### src/rtl/priority_encoder_8to3.sv
// Registered priority encoder: reports the index of the highest set request bit plus a valid flag.
// One clock of latency; outputs clear asynchronously while rst_n is low.
module priority_encoder_8to3 #(
   parameter int unsigned WIDTH = 8,
   parameter int unsigned OUT_W = $clog2(WIDTH)
) (
   input  logic             clk,
   input  logic             rst_n,
   input  logic [WIDTH-1:0] in,
   output logic [OUT_W-1:0] out,
   output logic             valid
);

   logic [OUT_W-1:0] idx_d;
   logic             valid_d;

   // Upward scan: later (higher) set bits overwrite earlier ones, so the top bit wins.
   always_comb begin
      idx_d = '0;
      for (int i = 0; i < int'(WIDTH); i++) begin
         if (in[i]) begin
            idx_d = OUT_W'(i);
         end
      end
      valid_d = |in;
   end

   always_ff @(posedge clk or negedge rst_n) begin
      if (!rst_n) begin
         out   <= '0;
         valid <= 1'b0;
      end else begin
         out   <= idx_d;
         valid <= valid_d;
      end
   end

endmodule

### config.mk
export PLATFORM = sky130hd
export DESIGN_NAME = priority_encoder_8to3
export DESIGN_NICKNAME = d
export VERILOG_FILES = /design/src/rtl/priority_encoder_8to3.sv
export SDC_FILE = /design/constraint.sdc
export NUM_CORES = 1
export LEC_CHECK = 0
export ABC_AREA = 1
export ABC_CLOCK_PERIOD_IN_PS = 800
export BUFFER_PORTS_ARGS = -buffer_cell sky130_fd_sc_hd__buf_2
export CORE_AREA = 4 4 41 43
export CTS_BUF_LIST = sky130_fd_sc_hd__clkbuf_16
export CTS_CLUSTER_SIZE = 40
export DETAILED_ROUTE_END_ITERATION = 10
export DIE_AREA = 0 0 45 47
export HOLD_SLACK_MARGIN = 0.08
export PLACE_DENSITY = 0.44
export SYNTH_ARGS = -nofsm -noshare
export SYNTH_HDL_FRONTEND = slang
export SYNTH_SLANG_ARGS = --single-unit
export TNS_END_PERCENT = 1
### constraint.sdc
create_clock -name clk -period 0.8 [get_ports clk]
set_clock_uncertainty 0.1 [all_clocks]
set_input_delay 0.08 -clock clk [delete_from_list [all_inputs] [get_ports clk]]
set_output_delay 0.08 -clock clk [all_outputs]
set_load 0.02 [all_outputs]
==> results of run 1 <==
-- through the flow --
step	area, um2	hold slack [ns]
detailed placement	262	-0.213
floorplan	178	-0.316
CTS	372	-0.0433
global placement	262	-0.214
global route	372	-0.0280
finish	372	-0.0407
-- power breakdown --
part,switching [mW],internal (mW)
clock network,0.129,0.637
logic,0.0405,0.0424
registers,0.00334,0.211
total,0.173,0.891
-- path summary, 6_finish.rpt --
path / startpoint / endpoint / depth (start not counted)
max in group asynchronous: rst_n / out[1] / 2
min in group asynchronous: rst_n / out[2] / 2
min: in[7] / out[0] / 3
max: out[1] / out[1] / 1
-- metal layers --
| layer | routed length (um) | up-vias | share of wire, % | GRT usage [%] |
|---|---|---|---|---|
| li1 | - | 102 | - | - |
| met1 | 181 | 77 | 44 | 5.29 |
| met2 | 148 | 14 | 36 | 5.93 |
| met3 | 57 | 3 | 14 | 1.15 |
| met4 | 23 | 0 | 5.6 | 8.77 |
| met5 | 0 | - | 0 | 0 |
-- cells in the final DEF, fill, tap and decap left out --
| cell type | n |
|---|---|
| buf_6 | 4 |
| dlygate4sd3_1 | 1 |
| clkbuf_16 | 3 |
| dfrtp_1 | 4 |
| nand3_1 | 1 |
| inv_1 | 6 |
| nand2_1 | 10 |
| buf_2 | 9 |
| nor2_1 | 2 |
| nor3_1 | 1 |
-- area by class of cell --
| cell class | instances | share of cell area, % |
|---|---|---|
| Clock buffer | 3 | 20.2 |
| Inverter | 6 | 6.06 |
| Multi-Input combinational cell | 14 | 14.8 |
| Sequential cell | 4 | 26.9 |
| Tap cell | 15 | 5.05 |
| Timing Repair Buffer | 14 | 26.9 |
-- cell families (layout without fill, tap and decap cells) --
family                 Yosys count  count (layout)  share of synthesized area (%)
and+or+nand+nor                 14              14                           31.0
buffers and inverters            6              23                           12.7
DFF                              4               4                           56.3
-- what timing repair did --
item	4_1_cts	5_1_grt
hold endpoints to repair	8	4
pin swaps	0	0
gates resized for setup	8	0
endpoints found under the setup margin	4	4
-- registers in the layout, summed over array words and instances, names as in the netlist --
signal and count:
valid 1, out 3
==> reports/results.ini, run 1 <==
[logic_synthesis]
synthMostInstantiatedCell=nand2_1
synth_edf_count=0
synthDistinctLibCells=6
synth_seq_cells=4
yosys-top-cells-count=nand2_1 (10), inv_1 (6), dfrtp_1 (4)
syn_inst=24
syn_avg_cell_area_um2=7.40
async_flop_share_pct=100
syn-num-nets=34
synth_area_leaders=dfrtp_1 (56%), nand2_1 (21%), inv_1 (13%)
yosysWarnings=0
yosysTopAreaCellShare_pct=56.3
synth-seq-area-share_pct=56.3
synth_top_flop_cell=dfrtp_1
synth_area_um2=178
synth_top_area_cell=dfrtp_1

[die]
rows=13
die_area_um2=2120
die_h_um=47
die_x_um=45
ioPinCount=14
start_util_pct=13.7
coreArea_um2=1300

[grt]
grt_overflow=0
grt_max_degree=5
grt_pass1_vias=201
grt_pass1_wl_um=676
grt_usage_pct=4.92
antenna_found_initial=0

[sta]
fin_hold_ws_ns=-0.0407
fin_crit_sh_pct=112
hold_violations=4
setup_viol=4
fin_setup_tns_ns=-0.362
worstMarginPinSlew_ns=0.202
fmax_mhz=1120
rsz0062_at_grt=yes
layout_min_cycle_time_ns=0.893
fin_ws_ns=-0.0930
maxSlewViolCount=0
slew_headroom_pct=86.5

[critical_path]
required_ns=0.62
max_stage_delay_ns=0.36
end_kind=primary output
crit_fanout=1
crit_buf_inv=1
critPathSlowestCell=dfrtp_1
crit_type=reg -> out
cp.arrival_ns=0.71
worstPathCellList=buf_6
startpoint_type=flip-flop
crit_family=flip-flops

[detailed_routing]
ant_nets=0
wirelength_um=410
drc=0
drt_first_iter_violations=5
vias=196
vias_per_cell=3.50
wl_per_cell_um=7.32
firstDrtPassIters=3

[clock_network]
cts_buffers=3
cts_setup_buffers=0
cts_tree=built
hold_buffers=1
cts_root_buf=clkbuf_16
cts.htree.levels=1
cts.sinks=4
cts_buffer_depth=2
path_clk_slew_ns=0.03

[placed_design]
pre_cts_slack_ns=0.0469
io_buffers=13
dp_cells=52
gp_congestion=0.660
place_hpwl_um=340

[final_layout]
drive_gt1_share_pct=39.0
syn2layout_area_growth_pct=109
seqCellArea_um2=100
fillerInstances=150
fin_nets=53
antennaDiodeCount=0
multi_input_area_um2=55.1
final_cells=56
final_util_pct=28.6

[job]
max_cap_violations=0

[power]
p_leak_nw=0.198
power_density_nw_per_um2=2870
p_total_mw=1.06
peakVddDrop_uv=634

[outcome]
violations=hold timing, setup timing
status=finished with violations

[worst_hold_path]
hold_class=in -> reg

No activity file was read; power rests on OpenSTA's default activity.
==> run 2: changes to the inputs <==
CELL_PAD_IN_SITES_DETAIL_PLACEMENT = 0   (was unset)
CELL_PAD_IN_SITES_GLOBAL_PLACEMENT = 2   (was unset)
CORE_AREA = unset   (was 4 4 41 43)
CORE_MARGIN = 4   (was unset)
CORE_UTILIZATION = 13   (was unset)
DIE_AREA = unset   (was 0 0 45 47)
PLACE_DENSITY = 0.69   (was 0.44)
==> reports/results.ini, run 2 (synthesized netlist as in run 1, its figures left out) <==
[power]
power_density_nw_per_um2=2890  ; +0.95%
switching_share_pct=15.8  ; -0.44 points
p_int_mw=0.889  ; -0.22%
pwr-share-seq_pct=20.3  ; about the same
p_leak_nw=0.195  ; -1.8%
p_sw_mw=0.167  ; -3.5%
peakVddDrop_uv=766  ; +21%
p_total_mw=1.06  ; -0.75%
comb_power_share_pct=7.7  ; about the same
clock_power_share_pct=72.0  ; about the same

[clock_network]
hold_buffers=1  ; unchanged
cts.sinks=4  ; unchanged
cts_buffer_depth=2  ; unchanged
path_clk_slew_ns=0.03  ; about the same
cts_tree=built
cts_buffers=3  ; unchanged
cts_root_buf=clkbuf_16
cts.htree.levels=1  ; unchanged

[critical_path]
end_kind=primary output
worstPathCellList=buf_2
critPathSlowestCell=dfrtp_1
crit_fanout=1  ; unchanged
startpoint_type=flip-flop
crit_type=reg -> out
crit_buf_inv=1  ; unchanged
crit_family=flip-flops
required_ns=0.62  ; about the same
max_stage_delay_ns=0.34  ; -0.02 ns
cp.arrival_ns=0.71  ; about the same

[sta]
rsz0062_at_grt=yes
setup_viol=4  ; unchanged
worstMarginPinSlew_ns=0.195  ; -0.00748 ns
fin_ws_ns=-0.0891  ; +0.00395 ns
fin_crit_sh_pct=111  ; -0.49 points
fmax_mhz=1120  ; +0.44%
slew_headroom_pct=87.0  ; +0.50 points
maxSlewViolCount=0  ; unchanged
hold_violations=3  ; -1
layout_min_cycle_time_ns=0.889  ; -0.00395 ns
fin_hold_ws_ns=-0.0280  ; +0.0127 ns

[die]
die_x_um=45.0  ; about the same
ioPinCount=14  ; unchanged
coreArea_um2=1300  ; unchanged
die_h_um=45.0  ; -4.3%
rows=13  ; unchanged
start_util_pct=13.7  ; unchanged
die_area_um2=2020  ; -4.4%

[final_layout]
reg.largest.list=out: 3 flops, valid: 1 flops
antennaDiodeCount=0  ; unchanged
largest_reg_flops=3  ; unchanged
fin_nets=53  ; unchanged
top_register=out
final_cell_mix=nand2_1 (10), buf_2 (10), inv_1 (6), dfrtp_1 (4)
syn2layout_area_growth_pct=106
final_cells=56  ; unchanged
drive_gt1_share_pct=39.0  ; unchanged

[detailed_routing]
drt_first_iter_violations=0  ; -5
drc=0  ; unchanged
ant_nets=0  ; unchanged
vias_per_cell=3.29  ; -6.1%
vias=184  ; -6.1%
wl_per_cell_um=7.46  ; +2.0%
firstDrtPassIters=1  ; -2
wirelength_um=418  ; +2.0%

[worst_hold_path]
whs_path_depth=3  ; unchanged
holdPathEnd=valid
hp-start=in[0]
hold_class=in -> reg

[grt]
antenna_found_initial=0  ; unchanged
grt_pass1_vias=215  ; +7.0%
grt_max_degree=5  ; unchanged
grt_usage_pct=6.05  ; +1.1 points
grt_overflow=0  ; unchanged
grt_pass1_wl_um=793  ; +17%

[placed_design]
gp_congestion=0.657  ; -0.45%
dp_cells=52  ; unchanged
place_hpwl_um=360  ; +6.0%
io_buffers=13  ; unchanged
pre_cts_slack_ns=0.0437  ; -0.00315 ns

[outcome]
status=finished with violations
violations=hold timing, setup timing

[job]
max_cap_violations=0  ; unchanged

run 2: cell count changes in the layout (fill, tap and decap cells not counted):
cell / previous run / this run
buf_2: 9 / 10
buf_6: 4 / 3
run 2: power by group through the flow:
stage                     sequential [mW]  clock (mW)  combinational [mW]
after floorplan                     0.226           0              0.0230
after global placement              0.215           0              0.0731
after detailed placement            0.215           0              0.0720
after CTS                           0.214       0.776              0.0833
after global routing                0.214       0.794              0.0956
final                               0.214       0.761              0.0818
run 2: layout make-up:
class / count / area (um2)
fillers: 148 / 936
flip-flops and latches: 4 / 100
repair buffers: 14 / 93.8
clock buffers: 3 / 75.1
multi-input cells: 14 / 55.1
inverters: 6 / 22.5
well taps: 15 / 18.8
run 2: worst max path at each step:
stage	start	endpoint	cells past startpoint
floorplan	in[3]	valid	4
global placement	in[3]	valid	5
detailed placement	in[3]	valid	5
CTS	out[1]	out[1]	1
global route	valid	valid	1
finish	out[2]	out[2]	1
run 2: timing repair:
action / 4_1_cts / 5_1_grt
gates cloned: 0 / 0
setup endpoints to repair: 4 / 4
hold endpoints to repair: 8 / 4
resized for setup: 6 / 0
setup buffers: 0 / 0
run 2: metrics by stage:
step | cell area, um2 | utilization (%) | TNS [ns] | hold WS [ns]
floorplan | 178 | - | 0 | -0.316
global placement | 262 | 20.1 | 0 | -0.214
detailed placement | 262 | 20.1 | 0 | -0.214
CTS | 365 | 28.1 | -0.371 | -0.0286
global route | 365 | 28.1 | -0.414 | -0.00592
finish | 365 | 28.1 | -0.348 | -0.0280
run 2: metal layers:
| metal | vias up | GRT usage (%) | share of wire (%) |
|---|---|---|---|
| met2 | 14 | 6.21 | 33 |
| met5 | - | 0 | 0 |
| met3 | 0 | 4.38 | 20 |
| li1 | 102 | - | - |
| met4 | 0 | 7.02 | 0 |
| met1 | 68 | 7.02 | 46 |
==> run 3: changes to the inputs <==
CORE_MARGIN = 8   (was 4)
==> reports/results.ini, run 3 (synthesized netlist as in run 1, its figures left out) <==
[detailed_routing]
drt_first_iter_violations=2  ; +2
wl_per_cell_um=9.27  ; +24%
vias_per_cell=3.54  ; +7.6%
wirelength_um=519  ; +24%
drc=0  ; unchanged
ant_nets=0  ; unchanged
vias=198  ; +7.6%
firstDrtPassIters=4  ; +3

[sta]
fmax_mhz=1110  ; -1.2%
fin_crit_sh_pct=113  ; +1.4 points
fin_hold_ws_ns=-0.0400  ; -0.0120 ns
slew_headroom_pct=84.7  ; -2.3 points
setup_viol=4  ; unchanged
maxSlewViolCount=0  ; unchanged
worstMarginPinSlew_ns=0.228  ; +0.0331 ns
layout_min_cycle_time_ns=0.900  ; +0.0111 ns
fin_ws_ns=-0.100  ; -0.0111 ns
rsz0062_at_grt=yes
hold_violations=3  ; unchanged
fin_setup_tns_ns=-0.383  ; -0.0352 ns

[placed_design]
gp_congestion=0.625  ; -4.8%
io_buffers=13  ; unchanged
pre_cts_slack_ns=-0.0113  ; -0.0550 ns
dp_cells=52  ; unchanged
placed_area_um2=262  ; unchanged

[critical_path]
startpoint_type=flip-flop
crit_type=reg -> out
end_kind=primary output
required_ns=0.62  ; about the same
critPathSlowestCell=dfrtp_1
crit_fanout=1  ; unchanged
cp.arrival_ns=0.72  ; about the same
max_stage_delay_ns=0.37  ; +0.03 ns
crit_family=flip-flops
crit_buf_inv=1  ; unchanged
worstPathCellList=buf_6

[final_layout]
largest_reg_flops=3  ; unchanged
reg.largest.list=out: 3 flops, valid: 1 flops
fin_nets=53  ; unchanged
syn2layout_area_growth_pct=106  ; unchanged
multi_input_area_um2=55.1  ; unchanged
final_cell_mix=nand2_1 (10), buf_2 (10), inv_1 (6), dfrtp_1 (4)
fillerInstances=137  ; -7.4%
drive_gt1_share_pct=39.0  ; unchanged
final_cells=56  ; unchanged
seqCellArea_um2=100  ; unchanged
final_util_pct=28.4  ; +0.36 points
fin_area_um2=365  ; unchanged
top_register=out
antennaDiodeCount=0  ; unchanged

[worst_hold_path]
hold_class=in -> reg

[die]
die_h_um=53.0  ; +18%
ioPinCount=14  ; unchanged
die_area_um2=2810  ; +39%
die_x_um=53.0  ; +18%
coreArea_um2=1280  ; -1.3%
rows=13  ; unchanged
start_util_pct=13.8  ; +0.17 points

[job]
max_cap_violations=0  ; unchanged

[grt]
antenna_found_initial=0  ; unchanged
grt_pass1_wl_um=910  ; +15%
grt_max_degree=5  ; unchanged
grt_usage_pct=4.89  ; -1.2 points
grt_pass1_vias=208  ; -3.3%
grt_overflow=0  ; unchanged

[outcome]
status=finished with violations
violations=hold timing, setup timing

[clock_network]
cts_tree=built
cts_root_buf=clkbuf_16
hold_buffers=1  ; unchanged
cts.sinks=4  ; unchanged
cts.htree.levels=1  ; unchanged
cts_setup_buffers=0  ; unchanged
cts_buffer_depth=2  ; unchanged
cts_buffers=3  ; unchanged
path_clk_slew_ns=0.03  ; about the same

[power]
power_density_nw_per_um2=2930  ; +1.2%
p_total_mw=1.07  ; +1.2%
p_leak_nw=0.195  ; +0.23%
peakVddDrop_uv=490  ; -36%

run 3: cell counts in the layout (fill, tap and decap cells not counted):
No cell type changed its count.
run 3: final timing paths:
path                        start  slack, ns      to  depth (start not counted)
max                        out[0]      -0.10  out[0]                          1
min                         in[7]      -0.04  out[0]                          3
max in group asynchronous   rst_n       0.39   valid                          2
min in group asynchronous   rst_n       0.10  out[1]                          2
run 3: metal layers:
layer | routed length, um | vias up | GRT usage [%]
met4 | 27 | 0 | 5.17
met2 | 155 | 16 | 5.08
met3 | 129 | 3 | 5.04
li1 | - | 102 | -
met5 | 0 | - | 0
met1 | 208 | 77 | 4.92
run 3: cell type report:
class                           instances  share of cell area, %
Clock buffer                            3                   20.5
Multi-Input combinational cell         14                   15.1
Inverter                                6                   6.16
Timing Repair Buffer                   14                   25.7
Tap cell                               15                   5.14
Sequential cell                         4                   27.4
run 3: where the power goes:
group	internal (mW)	switching [mW]	total, mW	leakage (nW)
logic	0.0392	0.0413	0.0806	0.120
clock network	0.638	0.136	0.774	0.0370
registers	0.211	0.00284	0.214	0.0387
run 3: timing repair:
item	4_1_cts	5_1_grt
endpoints found under the setup margin	4	4
resized for setup	4	2
hold endpoints to repair	8	4
